$ cat src/rtl/cache_control_nway.sv
// rtl/cache_control_nway.sv - N-way write-back/write-allocate cache control FSM with tree PLRU victim choice
// Optional CACHE_CTRL_PERF_EN adds wrapping 32-bit hit_count/miss_count outputs.
module cache_control_nway #(
  parameter int WAYS   = 4,
  parameter int PLRU_W = WAYS - 1
) (
  input  logic              clk,
  input  logic              rst,
  input  logic              cpu_cyc,
  input  logic              cpu_stb,
  input  logic              cpu_we,
  output logic              cpu_ack,
  input  logic [WAYS-1:0]   hit_way,
  input  logic [WAYS-1:0]   valid,
  input  logic [WAYS-1:0]   dirty,
  input  logic [PLRU_W-1:0] plru_out,
  output logic              plru_write,
  output logic [PLRU_W-1:0] plru_in,
  output logic [WAYS-1:0]   way_write,
  output logic [WAYS-1:0]   valid_write,
  output logic [WAYS-1:0]   valid_in,
  output logic [WAYS-1:0]   dirty_write,
  output logic [WAYS-1:0]   dirty_in,
  output logic [WAYS-1:0]   victim_way,
  output logic              datainmux_sel,
  output logic              memaddrmux_sel,
  input  logic              mem_ack,
  input  logic              mem_rty,
  output logic              mem_cyc,
  output logic              mem_stb,
  output logic              mem_we
`ifdef CACHE_CTRL_PERF_EN
  ,
  output logic [31:0]       hit_count,
  output logic [31:0]       miss_count
`endif
);

  localparam int LOG = $clog2(WAYS);
  typedef logic [LOG-1:0]  idx_t;
  typedef logic [WAYS-1:0] vec_t;
  typedef enum logic [2:0] {IDLE, WRITE_BACK, WB_GAP, ALLOCATE, RETRY} state_t;

  state_t state, state_next, ret, ret_next;
  vec_t   victim_next, miss_pick;
  logic   req, hit;

  // Walk from the root: a set bit steers to the upper half (child 2n+1), a clear bit to the lower (2n+2).
  function automatic idx_t plru_pick(input logic [PLRU_W-1:0] p);
    vec_t pe;
    idx_t node, idx;
    logic b;
    pe = vec_t'(p);
    node = '0;
    idx = '0;
    for (int l = 0; l < LOG; l++) begin
      b = pe[node];
      idx = idx_t'({idx, b});
      node = idx_t'(2 * int'(node) + (b ? 1 : 2));
    end
    return idx;
  endfunction

  function automatic logic [PLRU_W-1:0] plru_touch(input logic [PLRU_W-1:0] p, input idx_t w);
    vec_t pe;
    idx_t node, wi;
    logic b;
    pe = vec_t'(p);
    node = '0;
    wi = w;
    for (int l = 0; l < LOG; l++) begin
      b = wi[LOG-1];
      pe[node] = ~b;
      wi = wi << 1;
      node = idx_t'(2 * int'(node) + (b ? 1 : 2));
    end
    return pe[PLRU_W-1:0];
  endfunction

  function automatic idx_t onehot_idx(input vec_t v);
    idx_t r;
    r = '0;
    for (int i = 0; i < WAYS; i++)
      if (v[i]) r = idx_t'(i);
    return r;
  endfunction

  assign req = cpu_cyc & cpu_stb;
  assign hit = |hit_way;

  // Invalid ways are filled lowest-index first; PLRU only chooses among a full set.
  always_comb begin
    miss_pick = '0;
    for (int i = WAYS - 1; i >= 0; i--)
      if (!valid[i]) miss_pick = vec_t'(1) << i;
    if (&valid) miss_pick = vec_t'(1) << plru_pick(plru_out);
  end

  always_ff @(posedge clk) begin
    if (rst) begin
      state      <= IDLE;
      ret        <= ALLOCATE;
      victim_way <= '0;
    end else begin
      state      <= state_next;
      ret        <= ret_next;
      victim_way <= victim_next;
    end
  end

  always_comb begin
    state_next     = state;
    ret_next       = ret;
    victim_next    = victim_way;
    cpu_ack        = 1'b0;
    plru_write     = 1'b0;
    plru_in        = '0;
    way_write      = '0;
    valid_write    = '0;
    valid_in       = '0;
    dirty_write    = '0;
    dirty_in       = '0;
    datainmux_sel  = 1'b0;
    memaddrmux_sel = 1'b0;
    mem_cyc        = 1'b0;
    mem_stb        = 1'b0;
    mem_we         = 1'b0;
    case (state)
      IDLE: begin
        if (req) begin
          if (hit) begin
            cpu_ack    = 1'b1;
            plru_write = 1'b1;
            plru_in    = plru_touch(plru_out, onehot_idx(hit_way));
            if (cpu_we) begin
              datainmux_sel = 1'b1;
              way_write     = hit_way;
              valid_write   = hit_way;
              valid_in      = hit_way;
              dirty_write   = hit_way;
              dirty_in      = hit_way;
            end
          end else begin
            victim_next = miss_pick;
            state_next  = |(miss_pick & valid & dirty) ? WRITE_BACK : ALLOCATE;
          end
        end
      end
      WRITE_BACK: begin
        mem_cyc        = 1'b1;
        mem_stb        = 1'b1;
        mem_we         = 1'b1;
        memaddrmux_sel = 1'b1;
        if (mem_ack) begin
          state_next = WB_GAP;
        end else if (mem_rty) begin
          state_next = RETRY;
          ret_next   = WRITE_BACK;
        end
      end
      WB_GAP: state_next = ALLOCATE;
      ALLOCATE: begin
        mem_cyc = 1'b1;
        mem_stb = 1'b1;
        if (mem_ack) begin
          way_write   = victim_way;
          valid_write = victim_way;
          valid_in    = victim_way;
          dirty_write = victim_way;
          state_next  = IDLE;
        end else if (mem_rty) begin
          state_next = RETRY;
          ret_next   = ALLOCATE;
        end
      end
      RETRY: state_next = ret;
      default: state_next = IDLE;
    endcase
    // A reset cycle must not commit anything into the arrays or acknowledge the CPU.
    if (rst) begin
      cpu_ack     = 1'b0;
      plru_write  = 1'b0;
      way_write   = '0;
      valid_write = '0;
      dirty_write = '0;
    end
  end

`ifdef CACHE_CTRL_PERF_EN
  always_ff @(posedge clk) begin
    if (rst) begin
      hit_count  <= '0;
      miss_count <= '0;
    end else begin
      if (state == IDLE && cpu_ack) hit_count <= hit_count + 32'd1;
      if (state == IDLE && (state_next == WRITE_BACK || state_next == ALLOCATE))
        miss_count <= miss_count + 32'd1;
    end
  end
`endif

endmodule
$ cat config.mk
export PLATFORM = sky130hd
export DESIGN_NAME = cache_control_nway
export DESIGN_NICKNAME = d
export VERILOG_FILES = /design/src/rtl/cache_control_nway.sv
export SDC_FILE = /design/constraint.sdc
export NUM_CORES = 1
export LEC_CHECK = 0
export ABC_CLOCK_PERIOD_IN_PS = 2000
export CAP_MARGIN = 20
export CORE_UTILIZATION = 29
export DETAILED_ROUTE_END_ITERATION = 8
export PLACE_DENSITY = 0.75
export SYNTH_ARGS = -nofsm -noshare
export SYNTH_HDL_FRONTEND = slang
export SYNTH_SLANG_ARGS = --single-unit
$ cat constraint.sdc
create_clock -name clk -period 2 [get_ports clk]
set_input_delay 0.5 -clock clk [delete_from_list [all_inputs] [get_ports clk]]
set_output_delay 0.5 -clock clk [all_outputs]
set_load 0.02 [all_outputs]
==> summary.txt <==
Run status
  – Failing checks: setup timing
  – Status: complete, but fails checks

Flow run
  – Max cap viols: 0

Clocking
  – Clock Sinks: 8
  – Total CTS buffers: 3
  – CTS Buffer Depth: 2
  – Root Buffer: clkbuf_4
  – Skew-Pair Late Insertion Delay: 0.26 ns
  – CTS tree: yes
  – CTS H-tree depth: 1
  – Worst-path clk slew: roughly 0.050 ns

Hold path
  – Hold depth: 2
  – Hold crit path type: flop to flop
  – Hold path start: ret[1]
  – Hold EP: ret[1]

Pwr
  – Power Density: 438.6 mW/mm²
  – VDD IR max: 0.2733 mV
  – Lkg Pwr: a little under 0.7 nW
  – NetSw: 0.2432 mW
  – Switching Fraction: 35.57%
  – Cell Int Power: 0.4405 mW
  – Clock share of power: 18.2%
  – Comb pwr share: 56.3%
  – Register share of total power: 25.6%

Global routing
  – Largest net degree at the start of global routing: 9
  – Grt peak-use layer: met2
  – Vias in the first global route: 896
  – Met3 Usage GRT: 3.274%
  – Grt ovf: 0
  – GR Util met2: 37.50%
  – First-pass GRT wire length: 3.988 mm
  – Initial antenna violation count: 0
  – GRT Total Usage: roughly a fifth
  – M1 GR Usage: 21.93%

Detailed routing
  – Avg WL per Cell: approximately 15 µm
  – ANT nets after route: 0
  – DRC: 0
  – WL final: roughly 2.8 mm
  – Drt via density: 5.031
  – DRT Pass-1 Iters: 4
  – Vias: 961
  – DRT iter0 DRCs: 23

Floorplanning
  – Initial Util: 31.19%
  – Die Y-Extent: slightly above 50 µm
  – Core Box Area: 0.002255 mm²
  – # IOs: 56
  – Placement row count: 17
  – DIE AREA: approximately 0.0026 mm²
  – Die W: between 50 and 60 µm

Timing
  – Slew Viols, Final: 0
  – Final-report setup violation count: 26
  – Worst setup margin: -0.3236 ns
  – Fin. Hold Viols: 0
  – Worst Skew: about 0.0020 ns
  – Fmax: 0.4304 GHz
  – Post-layout min period: roughly 2.3 ns
  – Worst Max-Slew Pin Slew: 0.3954 ns
  – Ratio of final minimum period to clock period: 116.2%
  – Relative slew slack: 73.31%
  – RSZ-0062 raised after global routing: true
  – TNS Setup: -5.958 ns

Setup path
  – Worst setup SP type: flop
  – Crit Path Class: flop to primary output
  – Endpoint class of the critical path: primary output
  – WP data arrival: 1.82 ns
  – R2r endpoint: victim_way[3]
  – R2R cell count: 5
  – CP required: 1.50 ns
  – Crit Path Max Fanout: 6
  – Worst r2r src: state[0]
  – Flop2flop setup slack: 0.42 ns

Placed design
  – Placer Congestion: 0.7709
  – Hpwl dp: 2.046 mm
  – Number of I/O port buffers: 55

Synthesis
  – Mapped Area: about 700 µm²
  – Adder-cell share of the synthesized area: 0%
  – Post-Synth Simple-Gate Area: 43.06%
  – Cell variety after synth: 27
  – Synth Area in Compound Gates: 17.08%
  – Largest family of logic cells by synthesized area: simple AND/OR/NAND/NOR gates
  – Synthesis Warnings: 0
  – FF+latch count, synth: 8
  – Post-synthesis mux area share: 4.270%
  – Sequential area share after synthesis: 22.78%
  – Cells after Synth: 91
  – Synth Net Count: around 110
  – Xor and xnor area share after synthesis: 0%
  – Synthesized area per cell: 7.727 µm²

Final layout
  – Post-route core utilization: 69.15%
  – Final nets: about 190
  – Share of cells above drive strength 1: 52.76%
  – # diodes: 0
  – Synthesis-to-layout area growth: 121.7%
-- worst max path at each step --
stage | end | startpoint | cells after the start | slack, ns
floorplan | valid_write[2] | state[0] | 5 | -0.13
global placement | dirty_write[3] | cpu_cyc | 6 | -0.83
detailed placement | valid_write[0] | cpu_cyc | 6 | -0.89
CTS | valid_write[0] | state[1] | 5 | -0.29
global route | way_write[2] | state[0] | 5 | -0.41
finish | dirty_write[1] | state[0] | 5 | -0.32
-- cell families after synthesis --
group / Yosys count
flip-flops: 8
buffers and inverters: 13
AND/OR/NAND/NOR: 49
multiplexers: 3
AO/OA/AOI/OAI: 18
-- per-layer routing --
layer / vias up / wire (µm)
met5: - / 0
met4: 0 / 72
met3: 7 / 128
met2: 38 / 1579
met1: 448 / 1049
li1: 468 / -
-- cell type report --
cell class                 count  area [µm²]
tap                           28       35.03
inverter                       1       3.754
timing repair buffer          81       772.0
fill                         182       695.7
clock buffer                   3       22.52
multi-input combinational     70       563.0
sequential                     8       162.7
-- cell usage after synthesis --
cell type / instances / area, µm²
a211o_1: 1 / 8.760
a21oi_1: 6 / 30.03
a22o_1: 4 / 35.03
and2_1: 4 / 25.02
and3_1: 1 / 6.260
buf_4: 11 / 82.58
clkbuf_1: 1 / 3.750
dfxtp_1: 8 / 160.2
inv_1: 1 / 3.750
mux2i_1: 3 / 30.03
nand2_1: 5 / 18.77
nand2b_1: 4 / 25.02
nand3_1: 2 / 10.01
nand3b_1: 4 / 30.03
nand4_1: 3 / 18.77
nand4b_1: 1 / 8.760
nor2_1: 7 / 26.28
nor2b_1: 6 / 37.54
nor3_1: 6 / 30.03
nor3_4: 2 / 32.53
nor4bb_1: 1 / 10.01
o21a_1: 1 / 7.510
o21ai_0: 4 / 20.02
o311a_1: 1 / 10.01
o311ai_0: 1 / 8.760
or3_1: 2 / 12.51
or4_4: 1 / 11.26
-- power groups by stage --
stage / clock, mW / combinational, mW / sequential, mW
after floorplan: 0 / 0.160 / 0.183
after global placement: 0 / 0.325 / 0.177
after detailed placement: 0 / 0.328 / 0.177
after CTS: 0.125 / 0.331 / 0.174
after global routing: 0.142 / 0.408 / 0.175
final: 0.124 / 0.385 / 0.175
-- per-stage QoR --
stage	hold WS, ns	total power, mW	instances	worst slack (ns)	area, µm²
after floorplan	0.4497	0.3431	91	-0.1280	763.2
after global placement	0.4723	0.5014	177	-0.8341	1380
after detailed placement	0.4695	0.5047	177	-0.8899	1380
after CTS	0.4815	0.6303	184	-0.2924	1421
after global routing	0.5064	0.7245	191	-0.4055	1559
final	0.4813	0.6837	191	-0.3236	1559
-- critical path, cell delays in order (launching register included) --
cell and delay [ns]:
dfxtp_2 0.32, or3_4 0.40, nor3_4 0.30, a22o_4 0.20, nor2b_4 0.19, buf_4 0.16
-- layout by cell type (no fill, tap or decap), types with 3 or more instances in the layout --
master,netlist,final
buf_6,0,28
buf_4,11,25
clkdlybuf4s50_1,0,18
dfxtp_1,8,6
nor3_4,2,5
nor2_1,7,5
a21oi_1,6,5
dlygate4sd2_1,0,5
nor2b_4,0,4
o21ai_0,4,4
nand3b_1,4,4
nand2b_1,4,4
nand2_1,5,4
and2_4,0,3
a22o_2,0,3
nand4_1,3,3
mux2i_1,3,3
nor3_1,6,3
clkbuf_4,0,3
-- state kept, by name (all words and copies together) (netlist names) --
register	cells
victim_way	4
ret	1
state	3
-- what timing repair did --
item	in CTS	in global routing
setup endpoints to repair	32	28
resized for setup	174	26
hold buffers	0	0
hold endpoints to repair	0	0
buffers inserted	4	8
pin swaps	13	7
Power figures use the tool's default switching activity.
